`config.mk`:
```
export PLATFORM = sky130hd
export DESIGN_NAME = collision_event_arbiter
export DESIGN_NICKNAME = d
export VERILOG_FILES = /design/src/rtl/collision_event_arbiter.sv
export SDC_FILE = /design/constraint.sdc
export NUM_CORES = 1
export LEC_CHECK = 0
export ABC_CLOCK_PERIOD_IN_PS = 3700
export BUFFER_PORTS_ARGS = -buffer_cell sky130_fd_sc_hd__buf_2
export CAP_MARGIN = 25
export CORE_AREA = 3 3 69 71
export DETAILED_ROUTE_END_ITERATION = 7
export DIE_AREA = 0 0 72 74
export GPL_TIMING_DRIVEN = 1
export PLACE_DENSITY = 0.63
export SLEW_MARGIN = 20
export SYNTH_ARGS = -nofsm -noshare
export SYNTH_HDL_FRONTEND = slang
export SYNTH_SLANG_ARGS = --single-unit
```
`constraint.sdc`:
```
create_clock -name clk -period 3.7 [get_ports clk]
set_clock_uncertainty 0.05 [all_clocks]
set_input_delay 0.74 -clock clk [delete_from_list [all_inputs] [get_ports clk]]
set_output_delay 0.74 -clock clk [all_outputs]
set_load 0.01 [all_outputs]
```
`src/rtl/collision_event_arbiter.sv`:
```
// Collision event arbiter: captures per-frame collision pulses, banks them at startOfFrame,
// and presents them one at a time, highest priority first, over a valid/ack handshake.
module collision_event_arbiter #(
  parameter int GAP_CYCLES = 2
) (
  input  logic       clk,
  input  logic       resetN,
  input  logic       startOfFrame,
  input  logic       colBottom,
  input  logic       colFlipper,
  input  logic       colBumper,
  input  logic       colSpring,
  input  logic       colFrame,
  input  logic       colObstacleGood,
  input  logic       colObstacleBad,
  input  logic       evt_ack,
  output logic       evt_valid,
  output logic [2:0] evt_code,
  output logic [7:0] drop_count,
  output logic       overrun,
  output logic       busy
);

  typedef enum logic [1:0] {IDLE, PRESENT, GAP} stateT;

  localparam logic [3:0] GAP_LOAD = 4'(GAP_CYCLES);

  logic [7:1] pulses;
  logic [7:1] cap;
  logic [7:1] disp;
  stateT      state;
  logic [3:0] gapCnt;

  // Bit index equals event code; code 1 (BOTTOM) has the highest priority.
  assign pulses = {colObstacleBad, colObstacleGood, colFrame, colSpring,
                   colBumper, colFlipper, colBottom};

  function automatic logic [2:0] firstCode(input logic [7:1] bank);
    firstCode = 3'd0;
    for (int i = 7; i >= 1; i--) begin
      if (bank[i]) firstCode = 3'(i);
    end
  endfunction

  function automatic logic [3:0] popCount(input logic [7:1] bank);
    popCount = 4'd0;
    for (int i = 1; i <= 7; i++) begin
      popCount = popCount + 4'(bank[i]);
    end
  endfunction

  logic       ackNow;
  logic       flushNow;
  logic       launchNow;
  logic       dropNow;
  logic [2:0] launchCode;
  logic [8:0] dropSum;
  logic [7:1] dispNext;
  stateT      stateNext;
  logic [3:0] gapNext;

  always_comb begin
    // NOTE: every signal assigned here gets a default first, so no path leaves one unassigned (no latch).
    ackNow     = (state == PRESENT) && evt_ack;
    flushNow   = ackNow && (evt_code == 3'd1);
    launchCode = firstCode(disp);
    launchNow  = (state == IDLE) && (disp != '0) && !startOfFrame;
    // A BOTTOM ack flushes the old bank, so those bits are not reported as drops.
    dropNow    = startOfFrame && (disp != '0) && !flushNow;
    dropSum    = {1'b0, drop_count} + 9'(popCount(disp));
    dispNext   = disp;
    stateNext  = state;
    gapNext    = gapCnt;

    if (startOfFrame)   dispNext = cap;
    else if (flushNow)  dispNext = '0;
    else if (launchNow) dispNext[launchCode] = 1'b0;

    case (state)
      IDLE: if (launchNow) stateNext = PRESENT;
      PRESENT: begin
        if (ackNow) begin
          if (GAP_CYCLES == 0) begin
            stateNext = IDLE;
          end else begin
            stateNext = GAP;
            gapNext   = GAP_LOAD;
          end
        end
      end
      GAP: begin
        if (gapCnt <= 4'd1) stateNext = IDLE;
        gapNext = gapCnt - 4'd1;
      end
      default: stateNext = IDLE;
    endcase
  end

  always_ff @(posedge clk or negedge resetN) begin
    if (!resetN) begin
      cap        <= '0;
      disp       <= '0;
      state      <= IDLE;
      gapCnt     <= '0;
      evt_valid  <= 1'b0;
      evt_code   <= 3'd0;
      drop_count <= 8'd0;
      overrun    <= 1'b0;
      busy       <= 1'b0;
    end else begin
      // NOTE: non-blocking assignments so every register samples the pre-edge values.
      cap     <= startOfFrame ? pulses : (cap | pulses);
      disp    <= dispNext;
      state   <= stateNext;
      gapCnt  <= gapNext;
      busy    <= (dispNext != '0) || (stateNext != IDLE);
      overrun <= dropNow;
      if (dropNow) drop_count <= dropSum[8] ? 8'hFF : dropSum[7:0];
      if (launchNow) begin
        evt_valid <= 1'b1;
        evt_code  <= launchCode;
      end else if (ackNow) begin
        evt_valid <= 1'b0;
        evt_code  <= 3'd0;
      end
    end
  end

endmodule

```
Word level (Yosys, flattened, before mapping)
Index checks and enable logic that the tools add are counted.
Widths: inputs -> output; s select.

storage, ports and cells
  input port bits = 11
  logic and storage cells = 68
  flip-flop bits (word level) = 34
  output and inout port bits = 14

operators by class
  reduce and logical (&&, ||, !) cells = 17
  magnitude comparators = 3
  add/subtract/negate cells = 8
  equal/unequal tests = 4
  bitwise operators = 3
  multiplexer cells = 24

operators by type and width
  operator             number
  $mux 7               4
  $mux 3               9
  $reduce_bool 7->1    2
  $add 4x1->4          3
  $add 8x4->9          1
  $mux 8               1
  $pmux 4 s2           1
  $and 7x7->7          1
  $logic_and 1x1->1    7
  $not 7->7            1
  $or 7x7->7           1
  $mux 2               3
  $pmux 2 s3           1
  $reduce_bool 2->1    3
  $add 3x1->4          1
  $le 4x1->1 const B   1
  $lt 3x4->1 const B   1
  $mux 4               1
  $sub 4x1->4 const B  1
  $add 2x1->3          1
  $demux 1 s3          1
  $eq 3x1->1 const B   1
  $ge 3x1->1 const B   1
  $mux 1               3
  8 further kinds      9

Depth between registers and ports, before layout
Gate-level depths: netlist of the first run.

  depth in word-level cells = 18
  mapped depth = 12
  mapped depth without buffers = 12

Least setup slack after synthesis of the first run
Ideal clock, no wire load.

  kind = reg2reg
  from = reg disp[1] (netlist name)
  to = reg drop_count[5]
  setup time = 0.127 ns
  stages on the path, launching flop included = 13
  period minus slack after synthesis = 3.403 ns
  arrival time = 3.226 ns
  slack = 0.297 ns
  cells stage by stage = dfrtp_1 > fa_1 > inv_1 > fa_1 > fa_1 > inv_1 > ha_1 > fa_1 > nand3_1 > a211oi_1 > nand3_1 > nand2_1 > mux2_1

on the way
  word-level cells in the longest chain between the ends = 8
  elaborated cells between the ends (all ways) = 11
  those cells by class = 7 x add/sub; 1 x mux; 3 x reduce/logical

ends and longest elaborated chain
  element                   RTL line  source
  start: declaration        30        logic [7:1] disp;
  start signal: assignment  113       disp <= dispNext;
  $add 1x1->2               48        popCount = popCount + 4'(bank[i]);
  $add 2x1->3               48
  $add 3x1->4               48
  $add 4x1->4 (3 in a row)  48
  $add 8x4->9               70        dropSum = {1'b0, drop_count} + 9'(popCount(disp));
  $mux 8                    118       if (dropNow) drop_count <= dropSum[8] ? 8'hFF : dropSum[7:0];
  end signal: assignment    118
  end: declaration          19        output logic [7:0] drop_count,

Parallel ways exist; a longest one is shown, timed or not.
A chain may end at the register's enable or synchronous reset.

Worst setup path after layout of the first run
  from = reg drop_count[0]
  to = reg drop_count[5]

on the way
  word-level cells in the longest chain between the ends = 2

ends and longest elaborated chain
  element      RTL line
  $add 8x4->9  70
  $mux 8       118

No other way between the ends.

==> metrics.yaml, run 1 <==
crit_fanout: 4
critPathKind: "flip-flop to flip-flop"
avgRoutedWirePerCell_um: 14.02
path_clk_slew_ns: 0.08
synthArstFlopShare_pct: 100.0
synth_cell_types: 47
grt_pass1_vias: 1345
dpl.hpwl_um: 2724
synth_top_cell_by_area: "dfrtp_1"
antenna_found_initial: 0
power_mw: 1.755
die_x_um: 72
synthCells: 182
area_delta_synth_final_pct: 17.62
core_sq_mm: 0.004294
clockRootBuffer: "clkbuf_8"
detail-route-antenna-nets: 0
worstPathRequired_ns: 3.83
row_count: 24
startpoint_type: "flip-flop"
synth_area_sq_mm: 0.001861
grt.total_usage_pct: 15.73
fillers: 419
fin_setup_tns_ns: 0
clock_sinks: 34
worstHoldPathType: "flip-flop to flip-flop"
fin_nets: 237
max_slew_margin_pct: 48.77
endpoint_kind: "flip-flop"
power_density_mw_per_mm2: 801.9
grt_pass1_wl_um: 6348
synth_area_leaders: "dfrtp_1 46%, ha_1 6.1%, nand2_1 5.0%, fa_1 4.3%, nand3_1 3.2%"
register_area_sq_um: 852.1
period_needed_ns: 3.515
start_util_pct: 43.33
timing.final.crit_share_pct: 94.99
tightest_slew_ns: 0.7685
synth_top_flop_cell: "dfrtp_1"
gp_congestion: 0.8343
synthXorXnorAreaFrac_pct: 1.412
num_vias: 1403
dieArea_sq_mm: 0.005328
yosysMostFrequentCell: "dfrtp_1"
synth_edf_count: 0
multi_input_area_sq_um: 930.9
ys_seq_elements: 34
yosysWarnings: 0
synthTopCellsByCount: "34 x dfrtp_1, 25 x nand2_1, 13 x inv_1, 12 x nand3_1, 11 x o21ai_0"
num_antenna_cells: 0
drc_errors: 0
drt-pass1-iter-count: 4
hold_viol: 0
synthesis.nets: 206
worstSkewPairLatency_ns: 0.29
clockBufferDepth: 2
tritoncts: "yes"
numPortBuffers: 24
dieHeight_um: 74
status: "finished clean"
synth_compound_area_share_pct: 17.62
overflow: 0
fmax_ghz: 0.2845
drt_iter0_drc: 46
synth_top_family_by_area: "simple AND/OR/NAND/NOR gates"
htreeDepth: 2
synth_top_area_share_pct: 45.73
grt_setup_unrepaired: "false"
critPathArrivalTime_ns: 3.64
routed_wl_um: 3730
layout-drive-gt1-share_pct: 22.90
synthSimpleGateAreaFrac_pct: 18.29
slew_violations: 0
drv_cap: 0
avgSynthCellArea_sq_um: 10.22
synth_mux_area_share_pct: 2.354
setup_viol: 0
ir_worst_vdd_uv: 277.2
ios: 25
via_per_inst: 5.274
grt_max_degree: 35
leakage_nw: 1.036
synth_fa_ha_area_share_pct: 10.36
ys_seq_area_share_pct: 45.73
numCtsBuffers: 5
[cell type report]
type,instances,share of cell area (%)
tap,52,2.973
multi-input combinational,130,42.54
clock buffer,5,3.145
timing repair buffer,28,6.861
sequential,34,38.94
clock inverter,3,3.145
inverter,14,2.401
[report_power, final]
group / total [mW] / internal [mW] / switching [mW]
logic: 0.739 / 0.340 / 0.399
registers: 0.604 / 0.481 / 0.123
clock network: 0.412 / 0.270 / 0.142
total: 1.75 / 1.09 / 0.664
[critical path, cell delays in order, from the launching register on]
cell and delay (ns):
dfrtp_1 0.43, fa_1 0.56, inv_1 0.05, fa_1 0.45
fa_1 0.49, inv_1 0.04, ha_1 0.19, fa_1 0.41
nand3_1 0.14, a211oi_1 0.08, nand3_1 0.16, nand2_1 0.07
mux2_1 0.29
[per-layer routing]
| layer | vias to the layer above | global-route usage (%) | routed length (um) |
|---|---|---|---|
| met1 | 664 | 21.26 | 1818 |
| met2 | 26 | 24.39 | 1707 |
| met5 | - | 0 | 0 |
| li1 | 709 | - | - |
| met4 | 0 | 6.263 | 63 |
| met3 | 4 | 4.054 | 139 |
[cell usage in the layout (no fill, tap or decap), types with 5 or more instances in the layout]
cell type and count:
dfrtp_1 33, inv_1 13, buf_2 24, o21ai_0 11, nand2_1 25, a21oi_1 7, nand3_1 12, a21o_1 8
clkbuf_8 5, nor2_1 6, ha_1 9
[stage by stage]
| step | setup WS (ns) | utilization (%) | instances | area, sq um | hold WS (ns) |
|---|---|---|---|---|---|
| global route | 0.01538 | 50.96 | 266 | 2188 | 0.4635 |
| finish | 0.1854 | 50.96 | 266 | 2188 | 0.4241 |
| floorplan | 0.2971 | - | 182 | 1861 | 0.3944 |
| detailed placement | 0.1303 | 47.20 | 255 | 2027 | 0.4087 |
| global placement | 0.2277 | 47.20 | 255 | 2027 | 0.4076 |
| CTS | 0.1287 | 50.41 | 263 | 2165 | 0.4263 |
[timing repair]
action | 4_1_cts | 5_1_grt
gates resized for setup | 0 | 1
buffers inserted | 0 | 3
setup endpoints to repair | 0 | 1
hold buffers | 0 | 0
[flip-flops by register name (all words and copies together), names as in the netlist]
name        flops
evt_code        3
overrun         1
evt_valid       1
cap             7
disp            7
drop_count      8
state           2
gapCnt          4
busy            1
[path summary, 6_finish.rpt]
check | startpoint | end | slack, ns | depth (start not counted)
setup / recovery | drop_count[0]$_DFFE_PN0P_ | drop_count[5]$_DFFE_PN0P_ | 0.19 | 12
hold / removal | evt_valid$_DFFE_PN0P_ | evt_valid$_DFFE_PN0P_ | 0.42 | 2
setup reg to reg | drop_count[0]$_DFFE_PN0P_ | drop_count[5]$_DFFE_PN0P_ | 0.19 | 12
hold reg to reg | evt_valid$_DFFE_PN0P_ | evt_valid$_DFFE_PN0P_ | 0.42 | 2
max in group asynchronous | resetN | disp[3]$_DFF_PN0_ | 2.59 | 1
min in group asynchronous | resetN | overrun$_DFF_PN0_ | 0.47 | 1
[cell families (layout without fill, tap and decap cells)]
| logic type | count (synthesis) | in the layout |
|---|---|---|
| AOI/OAI and AO/OA | 46 | 46 |
| adders and majority gates | 13 | 13 |
| muxes | 4 | 4 |
| buffers and inverters | 18 | 50 |
| DFF | 34 | 34 |
| and+or+nand+nor | 64 | 64 |
| xor gates and xnor gates | 3 | 3 |
Power figures use the tool's default switching activity.
==> run 2, diff against run 1 <==
--- a/config.mk
+++ b/config.mk
@@ -8,11 +8,11 @@
 export ABC_CLOCK_PERIOD_IN_PS = 3700
 export BUFFER_PORTS_ARGS = -buffer_cell sky130_fd_sc_hd__buf_2
 export CAP_MARGIN = 25
-export CORE_AREA = 3 3 69 71
+export CORE_AREA = 3 3 63 65
 export DETAILED_ROUTE_END_ITERATION = 7
-export DIE_AREA = 0 0 72 74
+export DIE_AREA = 0 0 66 68
 export GPL_TIMING_DRIVEN = 1
-export PLACE_DENSITY = 0.63
+export PLACE_DENSITY = 0.74
 export SLEW_MARGIN = 20
 export SYNTH_ARGS = -nofsm -noshare
 export SYNTH_HDL_FRONTEND = slang
==> metrics.yaml, run 2 (synthesized netlist as in run 1, its figures left out) <==
detail-route-antenna-nets: 0  # unchanged
core_sq_mm: 0.003390  # was 0.004294 sq mm
avgRoutedWirePerCell_um: 14.45  # was 14.02 um
status: "finished clean"  # unchanged
r2r_slack_ns: 0.17  # was 0.19 ns
layout-drive-gt1-share_pct: 22.27  # was 22.90%
crit_chain: "fa_1 -> inv_1 -> fa_1 -> fa_1 -> inv_1 -> ha_1 -> fa_1 -> nand3_1 -> a211oi_1 -> nand3_2 -> nand2_1 -> mux2_1"  # was fa_1 -> inv_1 -> fa_1 -> fa_1 -> inv_1 -> ha_1 -> fa_1 -> nand3_1 -> a211oi_1 -> nand3_1 -> nand2_1 -> mux2_1
critPathSlowestCell: "fa_1"  # unchanged
max_slew_margin_pct: 50.11  # was 48.77%
ios: 25  # unchanged
critPathKind: "flip-flop to flip-flop"  # unchanged
path_clk_slew_ns: 0.12  # was 0.08 ns
period_needed_ns: 3.529  # was 3.515 ns
design_area_sq_mm: 0.002132  # was 0.002188 sq mm
num_antenna_cells: 0  # unchanged
grt_pass1_vias: 1440  # was 1345
dieHeight_um: 68  # was 74 um
layout_commonest_cell: "dfrtp_1"  # unchanged
setup_viol: 0  # unchanged
grt_pass1_wl_um: 6396  # was 6348 um
start_util_pct: 54.89  # was 43.33%
grt_max_degree: 35  # unchanged
drt-pass1-iter-count: 4  # unchanged
antenna_found_initial: 0  # unchanged
routed_wl_um: 3713  # was 3730 um
fin_nets: 234  # was 237
path_common_cell: "fa_1"  # unchanged
postCtsSetupBuffers: 0  # unchanged
fin_cells: 257  # was 266
top_register: "drop_count"  # unchanged
die_x_um: 66  # was 72 um
placed_area_sq_mm: 0.002019  # was 0.002027 sq mm
layout_common_cells: "33 x dfrtp_1, 25 x nand2_1, 24 x buf_2"  # unchanged
clock_sinks: 34  # unchanged
endpoint_kind: "flip-flop"  # unchanged
leakage_nw: 1.011  # was 1.036 nW
tightest_slew_ns: 0.7483  # was 0.7685 ns
power_density_mw_per_mm2: 807.4  # was 801.9 mW/mm^2
dpl.cell_count: 249  # was 255
slew_violations: 0  # unchanged
num_vias: 1447  # was 1403
gp_congestion: 0.9350  # was 0.8343
area_delta_synth_final_pct: 14.59  # was 17.62%
dpl.hpwl_um: 2673  # was 2724 um
power_mw: 1.721  # was 1.755 mW
top_regs: "drop_count: 8 flops, cap: 7 flops, disp: 7 flops"  # unchanged
cts_resized: 0  # unchanged
htreeDepth: 2  # unchanged
row_count: 21  # was 24
cpPeakStageDelay_ns: 0.54  # was 0.56 ns
dieArea_sq_mm: 0.004488  # was 0.005328 sq mm
cts_hold_buf: 0  # unchanged
hold_viol: 0  # unchanged
via_per_inst: 5.630  # was 5.274
numPortBuffers: 24  # unchanged
tritoncts: "yes"  # unchanged
numCtsBuffers: 5  # unchanged
timing.final.crit_share_pct: 95.37  # was 94.99%
drt_iter0_drc: 61  # was 46
drv_cap: 0  # unchanged
critPathArrivalTime_ns: 3.73  # was 3.64 ns
fmax_ghz: 0.2834  # was 0.2845 GHz
worstPathRequired_ns: 3.90  # was 3.83 ns
grt.total_usage_pct: 19.05  # was 15.73%
worstSkewPairLatency_ns: 0.35  # was 0.29 ns
overflow: 0  # unchanged
ir_worst_vdd_uv: 392.5  # was 277.2 uV
clockBufferDepth: 2  # unchanged
drc_errors: 0  # unchanged
crit_fanout: 5  # was 4
clockRootBuffer: "clkbuf_4"  # was clkbuf_8
worstHoldPathType: "primary input to asynchronous set/reset pin"  # was flip-flop to flip-flop
largest_reg_flops: 8  # unchanged
startpoint_type: "flip-flop"  # unchanged
[run 2: worst max-delay path, delay by kind of cell (launching register included)]
| family | cells | cell delay, ns |
|---|---|---|
| buffers and inverters | 2 | 0.10 |
| AND/OR/NAND/NOR | 3 | 0.34 |
| flip-flops | 1 | 0.44 |
| multiplexers | 1 | 0.28 |
| adder cells (fa/ha/maj) | 5 | 2.12 |
| AO/OA/AOI/OAI | 1 | 0.10 |
[run 2: path summary, 6_finish.rpt]
kind,start,endpoint,cells past startpoint
min,resetN,drop_count[2]$_DFFE_PN0P_,1
max in group asynchronous,resetN,disp[3]$_DFF_PN0_,1
min in group clk,evt_valid$_DFFE_PN0P_,evt_valid$_DFFE_PN0P_,2
max,drop_count[0]$_DFFE_PN0P_,drop_count[5]$_DFFE_PN0P_,12
max reg2reg,drop_count[0]$_DFFE_PN0P_,drop_count[5]$_DFFE_PN0P_,12
min reg2reg,evt_valid$_DFFE_PN0P_,evt_valid$_DFFE_PN0P_,2
[run 2: per-stage QoR]
| stage | setup WS (ns) | TNS [ns] | hold WS, ns | util, % |
|---|---|---|---|---|
| finish | 0.1713 | 0 | 0.3844 | 62.90 |
| global route | -0.008719 | -0.008719 | 0.4323 | 62.90 |
| CTS | 0.1230 | 0 | 0.4057 | 62.72 |
| detailed placement | 0.1661 | 0 | 0.4092 | 59.58 |
| global placement | 0.2292 | 0 | 0.4049 | 59.58 |
| floorplan | 0.2971 | 0 | 0.3944 | - |
[run 2: power breakdown]
group          internal (mW)  leakage, nW  switching, mW
sequential             0.480        0.397          0.122
clock                  0.211       0.0554          0.134
combinational          0.345        0.559          0.430
total                   1.04         1.01          0.685
[run 2: cell type report]
class / instances / area (sq um)
multi-input cells: 130 / 935.9
repair buffers: 25 / 127.6
inverters: 14 / 52.55
well taps: 46 / 57.56
clock inverters: 3 / 68.82
flip-flops and latches: 34 / 852.1
clock buffers: 5 / 37.54
fillers: 283 / 1257
[run 2: layer usage]
layer	part of all wire [%]	global-route usage (%)
met1	46	25.13
met2	46	28.91
met3	6.0	6.076
met4	1.7	8.376
met5	0	0
